## config.mk

```make
export PLATFORM = sky130hd
export DESIGN_NAME = branch_ctrl
export DESIGN_NICKNAME = d
export VERILOG_FILES = /design/src/rtl/branch_ctrl.sv
export SDC_FILE = /design/constraint.sdc
export NUM_CORES = 1
export LEC_CHECK = 0
export CORE_AREA = 5 5 143 145
export DETAILED_ROUTE_END_ITERATION = 10
export DIE_AREA = 0 0 148 150
export GPL_ROUTABILITY_DRIVEN = 1
export PLACE_DENSITY = 0.91
export RECOVER_POWER = 50
export SLEW_MARGIN = 25
export SYNTH_ARGS = -nofsm -noshare
export SYNTH_HDL_FRONTEND = slang
export SYNTH_SLANG_ARGS = --single-unit
```

## constraint.sdc

```tcl
create_clock -name clk_i -period 2.44 [get_ports clk_i]
set_clock_uncertainty 0.05 [all_clocks]
set_input_delay 0.488 -clock clk_i [delete_from_list [all_inputs] [get_ports clk_i]]
set_output_delay 0.488 -clock clk_i [all_outputs]
set_load 0.01 [all_outputs]
```

## src/rtl/branch_ctrl.sv

```systemverilog
// Conditional-branch resolver: borrows the shared ALU, resolves, redirects fetch on mispredict.
// Optional 16-entry 2-bit BHT enabled by macro BRANCH_CTRL_BHT_EN; otherwise predict not-taken.
module branch_ctrl (
    input  logic        clk_i,
    input  logic        rst_ni,
    input  logic        id_branch_i,
    output logic        id_ready_o,
    input  logic [2:0]  f3_i,
    input  logic [31:0] pc_i,
    input  logic [31:0] imm_i,
    input  logic [31:0] rs1_i,
    input  logic [31:0] rs2_i,
    output logic        alu_req_o,
    input  logic        alu_gnt_i,
    output logic [1:0]  alu_op_o,
    output logic [31:0] alu_a_o,
    output logic [31:0] alu_b_o,
    input  logic [31:0] alu_result_i,
    input  logic        alu_valid_i,
    input  logic        flush_i,
    output logic        branch_flag_o,
    output logic        resolve_o,
    output logic        redirect_o,
    output logic [31:0] redirect_pc_o,
    output logic        illegal_o,
    output logic        pred_taken_o
);

    typedef enum logic [1:0] {S_IDLE, S_REQ, S_WAIT, S_RESOLVE} state_t;

    state_t      state_q, state_d;
    logic [2:0]  f3_q;
    logic [31:0] a_q, b_q, target_q, fall_q, rpc_q;
    logic        pred_q, flag_q, illegal_q;
    logic        accept, f3_illegal, outcome, load_outcome;

    assign accept     = id_branch_i & id_ready_o;
    assign f3_illegal = (f3_i[2:1] == 2'b01);

    // Equality branches test for a zero difference; compare branches use bit 0 of SLT/SLTU.
    always_comb begin
        outcome = 1'b0;
        if (f3_q[2:1] == 2'b00) outcome = (alu_result_i == 32'd0) ^ f3_q[0];
        else                    outcome = alu_result_i[0] ^ f3_q[0];
    end

    always_comb begin
        alu_op_o = 2'b00;
        if (f3_q[2]) alu_op_o = f3_q[1] ? 2'b10 : 2'b01;
    end

    always_comb begin
        state_d      = state_q;
        id_ready_o   = 1'b0;
        alu_req_o    = 1'b0;
        resolve_o    = 1'b0;
        redirect_o   = 1'b0;
        load_outcome = 1'b0;
        case (state_q)
            S_IDLE: begin
                id_ready_o = rst_ni & ~flush_i;
                if (id_branch_i && !flush_i && !f3_illegal) state_d = S_REQ;
            end
            S_REQ: begin
                if (flush_i) begin
                    state_d = S_IDLE;
                end else begin
                    alu_req_o = 1'b1;
                    if (alu_gnt_i) begin
                        if (alu_valid_i) begin
                            state_d      = S_RESOLVE;
                            load_outcome = 1'b1;
                        end else begin
                            state_d = S_WAIT;
                        end
                    end
                end
            end
            S_WAIT: begin
                if (flush_i) begin
                    state_d = S_IDLE;
                end else if (alu_valid_i) begin
                    state_d      = S_RESOLVE;
                    load_outcome = 1'b1;
                end
            end
            S_RESOLVE: begin
                // The branch is older than any flush arriving now, so it always completes.
                resolve_o  = 1'b1;
                redirect_o = (flag_q != pred_q);
                state_d    = S_IDLE;
            end
            default: state_d = S_IDLE;
        endcase
    end

    always_ff @(posedge clk_i or negedge rst_ni) begin
        if (!rst_ni) begin
            state_q   <= S_IDLE;
            f3_q      <= '0;
            a_q       <= '0;
            b_q       <= '0;
            target_q  <= '0;
            fall_q    <= '0;
            pred_q    <= 1'b0;
            flag_q    <= 1'b0;
            rpc_q     <= '0;
            illegal_q <= 1'b0;
        end else begin
            state_q   <= state_d;
            illegal_q <= accept & f3_illegal;
            if (accept && !f3_illegal) begin
                f3_q     <= f3_i;
                a_q      <= rs1_i;
                b_q      <= rs2_i;
                target_q <= pc_i + imm_i;
                fall_q   <= pc_i + 32'd4;
                pred_q   <= pred_taken_o;
            end
            if (load_outcome) begin
                flag_q <= outcome;
                rpc_q  <= outcome ? target_q : fall_q;
            end
        end
    end

`ifdef BRANCH_CTRL_BHT_EN
    logic [1:0] bht_q [16];
    logic [3:0] idx_q;

    always_ff @(posedge clk_i or negedge rst_ni) begin
        if (!rst_ni) begin
            for (int i = 0; i < 16; i++) bht_q[i] <= 2'b01;
            idx_q <= '0;
        end else begin
            if (accept && !f3_illegal) idx_q <= pc_i[5:2];
            if (state_q == S_RESOLVE) begin
                if (flag_q && bht_q[idx_q] != 2'b11)       bht_q[idx_q] <= bht_q[idx_q] + 2'd1;
                else if (!flag_q && bht_q[idx_q] != 2'b00) bht_q[idx_q] <= bht_q[idx_q] - 2'd1;
            end
        end
    end

    assign pred_taken_o = bht_q[pc_i[5:2]][1];
`else
    assign pred_taken_o = 1'b0;
`endif

    assign alu_a_o       = a_q;
    assign alu_b_o       = b_q;
    assign branch_flag_o = flag_q;
    assign redirect_pc_o = rpc_q;
    assign illegal_o     = illegal_q;

endmodule

```

==> flow_summary.ini <==
[clock_network]
clk_pin_slew_ns = 0.06
cts_tree = built
cts_hold_buf = 0
clkLatencyLatePin_ns = 0.43
cts_root_buffer = clkbuf_16
clock_path_buffers = 2
htreeDepth = 4
clock_sinks = 167
numCtsBuffers = 17

[setup_path]
worstSetupEndpointType = register
cp.arrival_ns = 2.76
start_kind = input pin
crit_type = input pin to register
worstPathRequired_ns = 2.75
crit_fanout = 4

[detailed_routing]
wl_um = 31400
viasPerCell = 5.56
drc = 0
vias = 9307
wl_per_cell_um = 18.8
drt_iter0_drc = 768
firstDrtPassIters = 6
ant_nets = 0

[sta]
relSlewSlack_pct = -2.96
fin_setup_tns_ns = -0.0118
worst-slew-pin-transition_ns = 1.54
fin_crit_sh_pct = 100
fmax_ghz = 0.408
min_period_ns = 2.45
hold_viol = 0
setup_violations = 1
fin_ws_ns = -0.0118
rsz0062_at_grt = true
drv_slew = 125

[floorplanning]
die-area_um2 = 22200
die_h_um = 150
die_x_um = 148
start_util_pct = 46.8
placementRows = 51
io_pins = 274
core-area_um2 = 19100

[job]
max_cap_viol_count = 0

[min_path]
hold_path.class = input pin to register

[placed_design]
pre_cts_slack_ns = -0.919
portBuffers = 272
post_dp_cell_area_um2 = 12900
dpl.hpwl_um = 21900
gp_congestion = 0.925

[yosys]
synth_top_area_share_pct = 46.8
yosysWarnings = 0
async_flop_share_pct = 100
synth_edf_count = 0
synth_top_cell_by_area = dfrtp_1
postSynthCellCount = 1021
synth.avg_cell_area_um2 = 8.74
ys_ff_latch = 167
yosysSeqAreaShare_pct = 46.8
synth.distinct_cells = 57
synth_ff_type = dfrtp_1
synth.top_cells.by_area = dfrtp_1 (47%), nand2_1 (13%), ha_1 (5.2%)
synth_area_um2 = 8920
syn_nets = 1228

[cells_and_area]
drive_above_1_share_pct = 18.5
nets = 1628
layout_common_cells = nand2_1 (303), clkdlybuf4s50_1 (192), dfrtp_1 (167), buf_4 (146), nor2_1 (70)
final_core_util_pct = 74.0
final_common_cell = nand2_1
design_area_um2 = 14100
syn_to_final_growth_pct = 58.2

[power]
total_power_mw = 14.1
peakVddDrop_v = 0.000503
leakage_nw = 6.64
cellPowerDensity_nw_per_um2 = 996

[global_route]
antenna_found_initial = 1
grt_pass1_wl_um = 46400
grt_max_degree = 168
grt_usage_pct = 26.2
grt.overflow.total = 0
grt_pass1_vias = 9184

[run_status]
run_status = finished, violations left
violations = slew limit, setup timing
==> final cells by class <==
type / count / area, um^2
Clock buffer: 17 / 425
Fill cell: 1183 / 4960
Antenna cell: 1 / 2.50
Sequential cell: 167 / 4180
Clock inverter: 15 / 168
Inverter: 14 / 52.6
Multi-Input combinational cell: 793 / 4950
Tap cell: 238 / 298
Timing Repair Buffer: 428 / 4050
==> worst max-delay path: stages <==
cell	delay, ns
dlygate4sd2_1	0.27
ha_1	0.28
a21oi_1	0.29
nand3b_1	0.24
a211oi_2	0.12
buf_4	0.15
o21ai_1	0.14
buf_4	0.15
o211ai_1	0.15
or3_1	0.39
nand3_1	0.08
==> timing repair <==
item	in CTS	in global routing
buffers inserted	3	5
setup endpoints to repair	54	48
pin swaps	17	36
gates resized for setup	54	77
cloned	1	0
==> power breakdown <==
part | switching, mW | internal, mW | total (mW)
Clock | 1.18 | 1.53 | 2.72
Combinational | 3.02 | 3.32 | 6.34
Sequential | 0.911 | 4.10 | 5.01
==> worst paths after layout <==
path	slack, ns	depth (start not counted)	to	from
worst max-delay path	-0.01	11	target_q[29]$_DFFE_PN0P_	imm_i[1]
worst min-delay path	0.33	4	fall_q[0]$_DFFE_PN0P_	pc_i[0]
worst max register to register	0.24	8	target_q[5]$_DFFE_PN0P_	state_q[0]$_DFFE_PN0P_
worst min register to register	0.42	2	alu_b_o[9]$_DFFE_PN0P_	alu_b_o[9]$_DFFE_PN0P_
max in group asynchronous	0.72	2	alu_b_o[6]$_DFFE_PN0P_	rst_ni
min in group asynchronous	0.51	2	redirect_pc_o[11]$_DFFE_PN0P_	rst_ni
==> Yosys cell counts, types with 8 or more instances <==
cell type and number:
a21o_1 13, nand2_1 304, buf_2 10, mux2i_1 34, dfrtp_1 167, and2_1 8, a21oi_1 79, nor2_1 70
nand3_1 16, o21ai_0 70, inv_1 14, and3_1 13, xnor2_1 26, nand4_1 16, xor2_1 27, clkbuf_1 30
nor3_1 8, ha_1 37
==> registers in the layout, summed over array words and instances, names as in the netlist <==
name / count
alu_a_o: 32
alu_b_o: 32
fall_q: 32
redirect_pc_o: 32
target_q: 32
f3_q: 3
state_q: 2
branch_flag_o: 1
illegal_o: 1
==> metal layers <==
metal	vias up	routed length (um)	part of all wire [%]	global-route usage, %
met5	-	0	0	0
met4	0	1480	4.7	12.8
met3	139	2510	8.0	5.33
met2	523	15900	51	46.0
met1	4372	11500	37	30.7
li1	4273	-	-	-
==> stage by stage <==
step           hold slack, ns  cells
2_1_floorplan           0.142   1021
3_3_place_gp            0.406   1631
3_5_place_dp            0.411   1631
4_1_cts                 0.227   1667
5_1_grt                 0.328   1673
6_report                0.332   1673
==> kinds of logic after synthesis <==
kind of cell	synth area share, %
mux	4.07
compound gates	13.4
xor+xnor	5.38
buf+inv	3.03
flops	46.8
simple gates	21.9
fa+ha+maj	5.41
other cells	0.0420
No activity file was read; power rests on OpenSTA's default activity.
